## src/rtl/alu_arb_pkg.sv

```systemverilog
// Shared types and constants for the two-port ALU arbiter.
// States, default opcode width and operand-B mux select encodings.
package alu_arb_pkg;

    localparam int WIDTH_DEF = 32;
    localparam int OPW_DEF   = 4;
    localparam int CNT_W     = 4;

    localparam logic ALU_SRC_REG = 1'b0;
    localparam logic ALU_SRC_IMM = 1'b1;

    typedef enum logic [1:0] {
        IDLE = 2'd0,
        EXEC = 2'd1,
        RESP = 2'd2
    } arb_state_t;

endpackage

```

## src/rtl/alu_port_arbiter_if.sv

```systemverilog
// Request, ALU and response bundle between issue logic, arbiter and execute-stage ALU.
// master = surrounding issue/ALU/consumer logic, slave = the arbiter.
interface alu_port_arbiter_if
    import alu_arb_pkg::*;
#(
    parameter int WIDTH = WIDTH_DEF,
    parameter int OPW   = OPW_DEF
);

    logic             req0_valid;
    logic             req0_ready;
    logic [WIDTH-1:0] req0_a;
    logic [WIDTH-1:0] req0_b;
    logic [OPW-1:0]   req0_op;

    logic             req1_valid;
    logic             req1_ready;
    logic [WIDTH-1:0] req1_a;
    logic [WIDTH-1:0] req1_imm;
    logic [OPW-1:0]   req1_op;

    logic [WIDTH-1:0] alu_a;
    logic [WIDTH-1:0] alu_data0;
    logic [WIDTH-1:0] alu_data1;
    logic             alu_src;
    logic [OPW-1:0]   alu_op;
    logic [WIDTH-1:0] alu_result;

    logic [WIDTH-1:0] rsp_data;
    logic             rsp0_valid;
    logic             rsp1_valid;
    logic             rsp_ready;

    modport master (
        output req0_valid, req0_a, req0_b, req0_op,
        input  req0_ready,
        output req1_valid, req1_a, req1_imm, req1_op,
        input  req1_ready,
        input  alu_a, alu_data0, alu_data1, alu_src, alu_op,
        output alu_result,
        input  rsp_data, rsp0_valid, rsp1_valid,
        output rsp_ready
    );

    modport slave (
        input  req0_valid, req0_a, req0_b, req0_op,
        output req0_ready,
        input  req1_valid, req1_a, req1_imm, req1_op,
        output req1_ready,
        output alu_a, alu_data0, alu_data1, alu_src, alu_op,
        input  alu_result,
        output rsp_data, rsp0_valid, rsp1_valid,
        input  rsp_ready
    );

endinterface

```

## src/rtl/alu_port_arbiter_rr_arb2.sv

```systemverilog
// Two-input grant: round-robin with a 1-bit pointer, or fixed port-0 priority under ALU_ARB_FIXED_PRI_EN.
// Latency: grant is combinational on req; pointer moves on the cycle a grant is accepted.
// Backpressure: pointer only advances when the caller signals adv (grant actually taken).
module rr_arb2 (
    input  logic       clk,
    input  logic       rst_n,
    input  logic [1:0] req,
    input  logic       adv,
    output logic [1:0] gnt
);

`ifdef ALU_ARB_FIXED_PRI_EN
    logic unused_ok;

    assign unused_ok = clk ^ rst_n ^ adv;
    assign gnt       = {req[1] & ~req[0], req[0]};
`else
    // ptr == 0 favours port 0 on contention, ptr == 1 favours port 1
    logic ptr;

    always_ff @(posedge clk or negedge rst_n) begin
        if (!rst_n) begin
            ptr <= 1'b0;
        end else if (adv) begin
            ptr <= gnt[0];
        end
    end

    always_comb begin
        gnt = 2'b00;
        if (req[0] && (!req[1] || !ptr)) begin
            gnt[0] = 1'b1;
        end else if (req[1]) begin
            gnt[1] = 1'b1;
        end
    end
`endif

endmodule

```

## src/rtl/alu_port_arbiter.sv

```systemverilog
// Shares one ALU between a reg-reg port (0) and a reg-imm port (1); ALU_ARB_FIXED_PRI_EN selects fixed priority.
// Latency: accept in T, ALU operands from T+1, response valid from T+1+ALU_LAT.
// Backpressure: one op in flight; req_ready only in IDLE, response held until rsp_ready.
module alu_port_arbiter
    import alu_arb_pkg::*;
#(
    parameter int WIDTH   = WIDTH_DEF,
    parameter int OPW     = OPW_DEF,
    parameter int ALU_LAT = 1
) (
    input  logic              clk,
    input  logic              rst_n,
    alu_port_arbiter_if.slave bus
);

    localparam logic [CNT_W-1:0] CNT_INIT = CNT_W'(ALU_LAT - 1);

    arb_state_t       state;
    arb_state_t       state_nxt;
    logic [CNT_W-1:0] cnt;
    logic [WIDTH-1:0] a_q;
    logic [WIDTH-1:0] data0_q;
    logic [WIDTH-1:0] data1_q;
    logic [WIDTH-1:0] res_q;
    logic [OPW-1:0]   op_q;
    logic             src_q;

    logic [1:0]       req;
    logic [1:0]       gnt;
    logic             idle;
    logic             accept;
    logic             exec_done;

    assign idle      = (state == IDLE);
    assign req       = {bus.req1_valid, bus.req0_valid};
    assign accept    = idle & (|gnt);
    assign exec_done = (state == EXEC) && (cnt == '0);

    rr_arb2 u_arb (
        .clk   (clk),
        .rst_n (rst_n),
        .req   (req),
        .adv   (accept),
        .gnt   (gnt)
    );

    always_ff @(posedge clk or negedge rst_n) begin
        if (!rst_n) begin
            state <= IDLE;
        end else begin
            state <= state_nxt;
        end
    end

    always_comb begin
        state_nxt = state;
        unique case (state)
            IDLE:    if (accept)        state_nxt = EXEC;
            EXEC:    if (cnt == '0)     state_nxt = RESP;
            RESP:    if (bus.rsp_ready) state_nxt = IDLE;
            default:                    state_nxt = IDLE;
        endcase
    end

    // Unselected mux leg is zeroed so the ALU never sees stale data from the other port.
    always_ff @(posedge clk or negedge rst_n) begin
        if (!rst_n) begin
            a_q     <= '0;
            data0_q <= '0;
            data1_q <= '0;
            op_q    <= '0;
            src_q   <= ALU_SRC_REG;
            cnt     <= '0;
        end else if (accept) begin
            cnt <= CNT_INIT;
            if (gnt[1]) begin
                a_q     <= bus.req1_a;
                data0_q <= '0;
                data1_q <= bus.req1_imm;
                op_q    <= bus.req1_op;
                src_q   <= ALU_SRC_IMM;
            end else begin
                a_q     <= bus.req0_a;
                data0_q <= bus.req0_b;
                data1_q <= '0;
                op_q    <= bus.req0_op;
                src_q   <= ALU_SRC_REG;
            end
        end else if ((state == EXEC) && (cnt != '0)) begin
            cnt <= cnt - 1'b1;
        end
    end

    always_ff @(posedge clk or negedge rst_n) begin
        if (!rst_n) begin
            res_q <= '0;
        end else if (exec_done) begin
            res_q <= bus.alu_result;
        end
    end

    assign bus.req0_ready = idle & gnt[0];
    assign bus.req1_ready = idle & gnt[1];

    assign bus.alu_a      = a_q;
    assign bus.alu_data0  = data0_q;
    assign bus.alu_data1  = data1_q;
    assign bus.alu_src    = src_q;
    assign bus.alu_op     = op_q;

    assign bus.rsp_data   = res_q;
    assign bus.rsp0_valid = (state == RESP) && (src_q == ALU_SRC_REG);
    assign bus.rsp1_valid = (state == RESP) && (src_q == ALU_SRC_IMM);

endmodule

```

## src/flat_wrapper.sv

```systemverilog
// flat-port wrapper written by rule: the top's interface ports become plain ports
module alu_port_arbiter_flat import alu_arb_pkg::*;
#(
    parameter int WIDTH   = WIDTH_DEF,
    parameter int OPW     = OPW_DEF,
    parameter int ALU_LAT = 1
)
  (clk, rst_n, bus_req0_valid, bus_req0_a, bus_req0_b, bus_req0_op, bus_req0_ready, bus_req1_valid, bus_req1_a, bus_req1_imm, bus_req1_op, bus_req1_ready, bus_alu_a, bus_alu_data0, bus_alu_data1, bus_alu_src, bus_alu_op, bus_alu_result, bus_rsp_data, bus_rsp0_valid, bus_rsp1_valid, bus_rsp_ready);
  alu_port_arbiter_if #(.WIDTH(WIDTH), .OPW(OPW)) bus_i ();
  input  logic clk;
  input  logic rst_n;
  input wire logic [$bits(bus_i.req0_valid)-1:0] bus_req0_valid;
  input wire logic [$bits(bus_i.req0_a)-1:0] bus_req0_a;
  input wire logic [$bits(bus_i.req0_b)-1:0] bus_req0_b;
  input wire logic [$bits(bus_i.req0_op)-1:0] bus_req0_op;
  output wire logic [$bits(bus_i.req0_ready)-1:0] bus_req0_ready;
  input wire logic [$bits(bus_i.req1_valid)-1:0] bus_req1_valid;
  input wire logic [$bits(bus_i.req1_a)-1:0] bus_req1_a;
  input wire logic [$bits(bus_i.req1_imm)-1:0] bus_req1_imm;
  input wire logic [$bits(bus_i.req1_op)-1:0] bus_req1_op;
  output wire logic [$bits(bus_i.req1_ready)-1:0] bus_req1_ready;
  output wire logic [$bits(bus_i.alu_a)-1:0] bus_alu_a;
  output wire logic [$bits(bus_i.alu_data0)-1:0] bus_alu_data0;
  output wire logic [$bits(bus_i.alu_data1)-1:0] bus_alu_data1;
  output wire logic [$bits(bus_i.alu_src)-1:0] bus_alu_src;
  output wire logic [$bits(bus_i.alu_op)-1:0] bus_alu_op;
  input wire logic [$bits(bus_i.alu_result)-1:0] bus_alu_result;
  output wire logic [$bits(bus_i.rsp_data)-1:0] bus_rsp_data;
  output wire logic [$bits(bus_i.rsp0_valid)-1:0] bus_rsp0_valid;
  output wire logic [$bits(bus_i.rsp1_valid)-1:0] bus_rsp1_valid;
  input wire logic [$bits(bus_i.rsp_ready)-1:0] bus_rsp_ready;
  assign bus_i.req0_valid = bus_req0_valid;
  assign bus_i.req0_a = bus_req0_a;
  assign bus_i.req0_b = bus_req0_b;
  assign bus_i.req0_op = bus_req0_op;
  assign bus_req0_ready = bus_i.req0_ready;
  assign bus_i.req1_valid = bus_req1_valid;
  assign bus_i.req1_a = bus_req1_a;
  assign bus_i.req1_imm = bus_req1_imm;
  assign bus_i.req1_op = bus_req1_op;
  assign bus_req1_ready = bus_i.req1_ready;
  assign bus_alu_a = bus_i.alu_a;
  assign bus_alu_data0 = bus_i.alu_data0;
  assign bus_alu_data1 = bus_i.alu_data1;
  assign bus_alu_src = bus_i.alu_src;
  assign bus_alu_op = bus_i.alu_op;
  assign bus_i.alu_result = bus_alu_result;
  assign bus_rsp_data = bus_i.rsp_data;
  assign bus_rsp0_valid = bus_i.rsp0_valid;
  assign bus_rsp1_valid = bus_i.rsp1_valid;
  assign bus_i.rsp_ready = bus_rsp_ready;
  alu_port_arbiter #(.WIDTH(WIDTH), .OPW(OPW), .ALU_LAT(ALU_LAT)) u_core (.clk(clk), .rst_n(rst_n), .bus(bus_i));
endmodule
```

## config.mk

```make
export PLATFORM = sky130hd
export DESIGN_NAME = alu_port_arbiter_flat
export DESIGN_NICKNAME = d
export VERILOG_FILES = /design/src/rtl/alu_arb_pkg.sv /design/src/rtl/alu_port_arbiter_if.sv /design/src/rtl/alu_port_arbiter_rr_arb2.sv /design/src/rtl/alu_port_arbiter.sv /design/src/flat_wrapper.sv
export SDC_FILE = /design/constraint.sdc
export NUM_CORES = 1
export LEC_CHECK = 0
export ABC_AREA = 0
export CORE_MARGIN = 1
export CORE_UTILIZATION = 35
export CTS_BUF_LIST = sky130_fd_sc_hd__clkbuf_16
export CTS_CLUSTER_SIZE = 25
export DETAILED_ROUTE_END_ITERATION = 12
export PLACE_DENSITY = 0.73
export SLEW_MARGIN = 10
export SYNTH_ARGS = -nofsm -noshare
export SYNTH_HDL_FRONTEND = slang
export SYNTH_SLANG_ARGS = --single-unit
```

## constraint.sdc

```tcl
create_clock -name clk -period 3.2 [get_ports clk]
set_input_delay 0.64 -clock clk [delete_from_list [all_inputs] [get_ports clk]]
set_output_delay 0.64 -clock clk [all_outputs]
set_load 0.01 [all_outputs]
```

# Yosys cells after proc, flatten, opt, wreduce, memory -nomap -nowiden
# Cells that the tools add are included.
totals:
  reg_bits: 140
  inputBits: 173
  elab_cells: 47
classes:
  addsub: 1
  eq_ne: 5
  n_mux: 14
  bitwise_logic: 4
  reduce_logical: 14
op_table:
  columns: ["op", "n"]
  rows:
  - ["two-way mux 32 bit", 3]
  - ["two-way mux 4 bit", 3]
  - ["two-way mux 2 bit", 3]
  - ["one-hot mux 2 bit (3 select lines)", 1]
  - ["logical AND 1 bit", 5]
  - ["zero test 4 bit", 1]
  - ["two-way mux 1 bit", 4]
  - ["!= test 2 bit (second input constant)", 2]
  - ["nonzero test 4 bit", 1]
  - ["subtractor 4 x 1 -> 4 bit (second input constant)", 1]
  - ["AND 1 bit", 3]
  - ["AND reduction 3 bit", 1]
  - ["== test 2 x 1 -> 1 bit (second input constant)", 1]
  - ["== test 2 bit (second input constant)", 1]
  - ["zero test 1 bit", 2]
  - ["zero test 2 bit", 1]
  - ["!= test 2 x 1 -> 1 bit (second input constant)", 1]
  - ["nonzero test 2 bit", 1]
  - ["OR reduction 2 bit", 1]
  - ["logical OR 1 bit", 1]
  - ["inverter 1 bit", 1]

# Depth between registers and ports, before layout
logic_depth:
  depth_word: 8
  depth_mapped: 6
  depth_no_buf: 5

# Cells and area by module
# A second synthesis with hierarchy kept.
unflattened:
  hier_cells: 418
  area_unflattened_um2: 5580.4
modules_own_cells:
  columns: ["mod", "instances", "cells_each", "area_per_inst_um2"]
  rows:
  - ["alu_port_arbiter", 1, 413, 5517.8]
  - ["rr_arb2", 1, 5, 62.6]

# Least setup slack after synthesis
# OpenSTA, ideal clock, no wires.
synth_timing:
  path_kind: "in2out"
  start: "input bus_req0_valid"
  end: "output bus_req1_ready"
  arrival_ns: 1.330
  t_required_ns: 2.560
  setup_slack_ns: 1.230
  stages: 4
  n_path_buf: 2
  path_cell_list: "nor2b_1 -> buf_2 -> nor3_4 -> buf_6"
synth_via:
  elab_chain_cells: 3
synth_lines:
  columns: ["element", "line_no", "rtl"]
  rows:
  - ["start, declared", "flat_wrapper.sv:12", "input wire logic [$bits(bus_i.req0_valid)-1:0] bus_req0_valid;"]
  - ["logical AND 1 bit", "alu_port_arbiter_rr_arb2.sv:31", "if (req[0] && (!req[1] || !ptr)) begin"]
  - ["two-way mux 1 bit", "alu_port_arbiter_rr_arb2.sv:31", null]
  - ["AND 1 bit", "alu_port_arbiter.sv:103", "assign bus.req1_ready = idle & gnt[1];"]
  - ["end, declared", "flat_wrapper.sv:21", "output wire logic [$bits(bus_i.req1_ready)-1:0] bus_req1_ready;"]
# No other way between the ends.

# Worst setup path after layout
layout_timing:
  start: "register u_core.state[0]"
  end: "output bus_req1_ready"
layout_via:
  elab_chain_cells: 2
layout_lines:
  columns: ["element", "line_no", "rtl"]
  rows:
  - ["start, declared", "alu_port_arbiter.sv:18", "arb_state_t state;"]
  - ["start signal, assigned", "alu_port_arbiter.sv:51", "state <= state_nxt;"]
  - ["zero test 2 bit", "alu_port_arbiter.sv:34", "assign idle = (state == IDLE);"]
  - ["AND 1 bit", "alu_port_arbiter.sv:103", null]
# No other way between the ends.

==> Implementation_results.wiki <==
{| class="wikitable"
! Metric !! Value
|-
| Clock tree from TritonCTS || built
|-
| Detail Placement HPWL || 12.7 mm
|-
| CTS HTree Levels || 4
|-
| Starting utilization of the core area || 0.361
|-
| Kind of end point of the critical path || output port
|-
| Multi-input gate area in the final layout || 0.00200 mm²
|-
| Arrival time of data at the critical path endpoint || approximately 2.1 ns
|-
| Final weighted congestion in routability-driven placement || between 0.7 and 0.8
|-
| Category of the worst setup path launch point || register
|-
| Xor and xnor fraction of the mapped netlist area || 0
|-
| Multiplexer share of the synthesized area || 0.0658
|-
| Fraction of the mapped netlist area in adder cells || 0.00431
|-
| Number of buffers between clock root and the deepest sink || 2
|-
| Status || finished, final reports clean
|-
| Placeable core area || about 0.016 mm²
|-
| Rel. slew slack || 0.481
|-
| Worst supply voltage drop on vdd || around 0.57 mV
|-
| Final min period || 2.76 ns
|-
| Count of buffers added by post-CTS timing repair for setup || 0
|-
| Number of storage elements in the synthesis netlist || 140
|-
| Share of the synthesized area in the top cell type || 0.604
|-
| Root buffer cell || clkbuf_16
|-
| Total power || 9.06 mW
|-
| Main flop type after synthesis || dfrtp_1
|-
| Fillers || ~1300
|-
| Total count of hold-check failures in the final report || 0
|-
| First-pass GRT wire length || about 27 mm
|-
| Number of ports placed on the die boundary || 310
|-
| Final Hold Slack || around 0.18 ns
|-
| Synth-to-Final Area Change || 64.9%
|-
| Number of antenna violations at the first check in global routing || 0
|-
| Number of enable-type register cells in the synthesized netlist || 0
|-
| Final ANT Viol Nets || 0
|-
| Via count || slightly above 5000
|-
| Layout net count || roughly 900
|-
| Commonest cells after routing, fill and taps aside || 308 x clkdlybuf4s50_1, 140 x dfrtp_1, 65 x a22o_1
|-
| Total overflow reported by the global router || 0
|-
| Area contributors post-synth || dfrtp_1 60%, a22o_1 9.8%, mux2_2 6.4%
|-
| Y dimension of the die || between 100 and 150 µm
|-
| Combinational family with the most area after synthesis || compound AO/OA/AOI/OAI gates
|-
| Gate Count Post-Synth || 431
|-
| Number of buffer cells added on primary ports || 309
|-
| Maximum number of pins on one net before global-route repair || 54
|-
| Static leakage power || 3.97 nW
|-
| Fraction of final layout cells sized beyond drive strength 1 || 0.119
|-
| Most common library cell in the layout ignoring fill and taps || clkdlybuf4s50_1
|-
| Final-layout setup total negative slack || 0 ns
|-
| Final worst clock skew || between 0.006 and 0.007 ns
|-
| Total routing resource utilization after global routing || 0.214
|-
| Routed wire length || 18.2 mm
|-
| Count of synthesis-stage warnings from yosys || 0
|-
| FP Rows || between 40 and 50
|-
| Total power per unit cell area || approximately 950 mW/mm²
|-
| Post-DR wirelength/cell || 19.1 µm
|-
| Synth Cell Area || roughly 0.0058 mm²
|-
| RSZ-0062 raised after global routing || no
|-
| Number of endpoints failing setup at the final stage || 0
|-
| CTS clock-pin slew for the worst setup and hold paths || roughly 0.06 ns
|-
| Largest area contributor in the synthesized netlist || dfrtp_1
|-
| Slew @ Worst Pin || around 0.78 ns
|-
| Register area || 0.00350 mm²
|-
| Peak fanout along the critical path || 39
|-
| Simple-gate share of the synthesized area || 0.0268
|-
| Vias per cell || approximately 5.3
|-
| Maximum achievable frequency || approximately 360 MHz
|-
| Share of synthesized registers carrying an async set or reset || 1.00
|-
| CTS buffer count || 17
|-
| Length of the first detailed-routing pass in iterations || 5
|-
| Hold-fix buffer count after cts || 0
|-
| Number of DRC violations after detailed routing || 0
|-
| Number of library cell types mapped by synthesis || 32
|-
| Die width || about 130 µm
|-
| Path category of the worst min-delay check || in2async
|-
| Avg Cell Area, Syn || between 10 and 15 µm²
|-
| Compound-gate portion of the synthesized area || 0.247
|-
| Worst Setup Path Type || reg2out
|-
| Die area || around 0.017 mm²
|-
| Final max-slew violation count || 0
|-
| Post-CTS sizing || 0
|-
| Number of inserted diodes || 0
|-
| Number of max-capacitance violations reported || 0
|-
| Net count of the mapped netlist || just over 600
|-
| Via count of the first global-routing pass || 5227
|-
| Number of clock sinks seen by CTS || 140
|-
| Critical path data required time || between 2 and 3 ns
|-
| Insertion delay of the later-clocked pin in the worst-skew pair || ~0.41 ns
|-
| Share of synthesized area occupied by flip-flops and latches || 0.604
|-
| Share of the clock period used by the worst path || 0.863
|-
| 1st-iter DRT viols || 157
|}
cell usage after synthesis, types with 2 or more instances:
cell       number
a21oi_1         2
a22o_1         65
a2bb2oi_1      36
a311oi_1       36
and3_1          2
buf_2          18
buf_4           2
buf_6          12
clkbuf_1       13
dfrtp_1       140
ha_1            2
inv_1           3
mux2_2         33
nand2_1         5
nand2b_1        2
nor2_1          5
nor2b_1         2
nor3_1          2
o21ai_0        36
o21ai_1         3
cell families (layout without fill, tap and decap cells):
| logic type | Yosys count | count (layout) |
|---|---|---|
| compound gates | 181 | 181 |
| flops | 140 | 140 |
| buf+inv | 49 | 356 |
| mux | 34 | 34 |
| simple gates | 25 | 25 |
| fa+ha+maj | 2 | 2 |
path summary, 6_finish.rpt:
path / start / endpoint / slack [ns] / depth (start not counted)
min in group clk: u_core.bus.alu_data0[5]$_DFFE_PN0N_ / u_core.bus.alu_data0[5]$_DFFE_PN0N_ / 0.50 / 1
min reg2reg: u_core.bus.alu_data0[5]$_DFFE_PN0N_ / u_core.bus.alu_data0[5]$_DFFE_PN0N_ / 0.50 / 1
max: u_core.state[0]$_DFFE_PN0P_ / bus_req1_ready / 0.44 / 3
max reg2reg: u_core.cnt[0]$_DFFE_PN0P_ / u_core.bus.rsp_data[2]$_DFFE_PN0P_ / 1.15 / 5
min: rst_n / u_core.bus.alu_data1[10]$_DFFE_PN0N_ / 0.18 / 1
max in group asynchronous: rst_n / u_core.bus.alu_data1[21]$_DFFE_PN0N_ / 2.15 / 2
worst max-delay path: stages, from the launching register on:
cell	delay, ns
dfrtp_1	0.45
or2_4	0.44
nor3_4	0.23
clkdlybuf4s50_1	0.59
flip-flops by register name, indices dropped and copies added, names as in the netlist:
| signal | flops |
|---|---|
| u_core.bus.alu_a | 32 |
| u_core.bus.alu_data0 | 32 |
| u_core.bus.alu_data1 | 32 |
| u_core.bus.alu_op | 4 |
| u_core.bus.alu_src | 1 |
| u_core.bus.rsp_data | 32 |
| u_core.cnt | 4 |
| u_core.state | 2 |
| u_core.u_arb.ptr | 1 |
per-layer routing:
layer	GRT usage	vias to the layer above	wire length, µm
li1	-	2261	-
met4	0.0940	0	427
met5	0	-	0
met2	0.352	272	8850
met1	0.252	2474	7250
met3	0.0745	30	1670
stage by stage:
stage,instance area (µm²),utilization,instances,setup WS [ns]
2_1_floorplan,5800,-,431,1.23
3_3_place_gp,8990,0.560,924,0.508
3_5_place_dp,8990,0.560,924,0.397
4_1_cts,9560,0.596,954,0.391
5_1_grt,9560,0.596,954,0.335
6_report,9560,0.596,954,0.437
final cells by class:
type	instances	area share
multi-input cells	242	0.209
repair buffers	322	0.335
clock inverters	13	0.0150
inverters	4	0.00157
well taps	216	0.0283
flip-flops and latches	140	0.366
clock buffers	17	0.0445
report_power, final:
part	internal (mW)	total, mW	leakage, nW	switching, mW
Sequential	2.55	3.03	1.71	0.483
Combinational	2.40	4.11	1.98	1.71
Clock	1.15	1.91	0.280	0.765
Note: power is estimated with default switching activity, not from simulation.
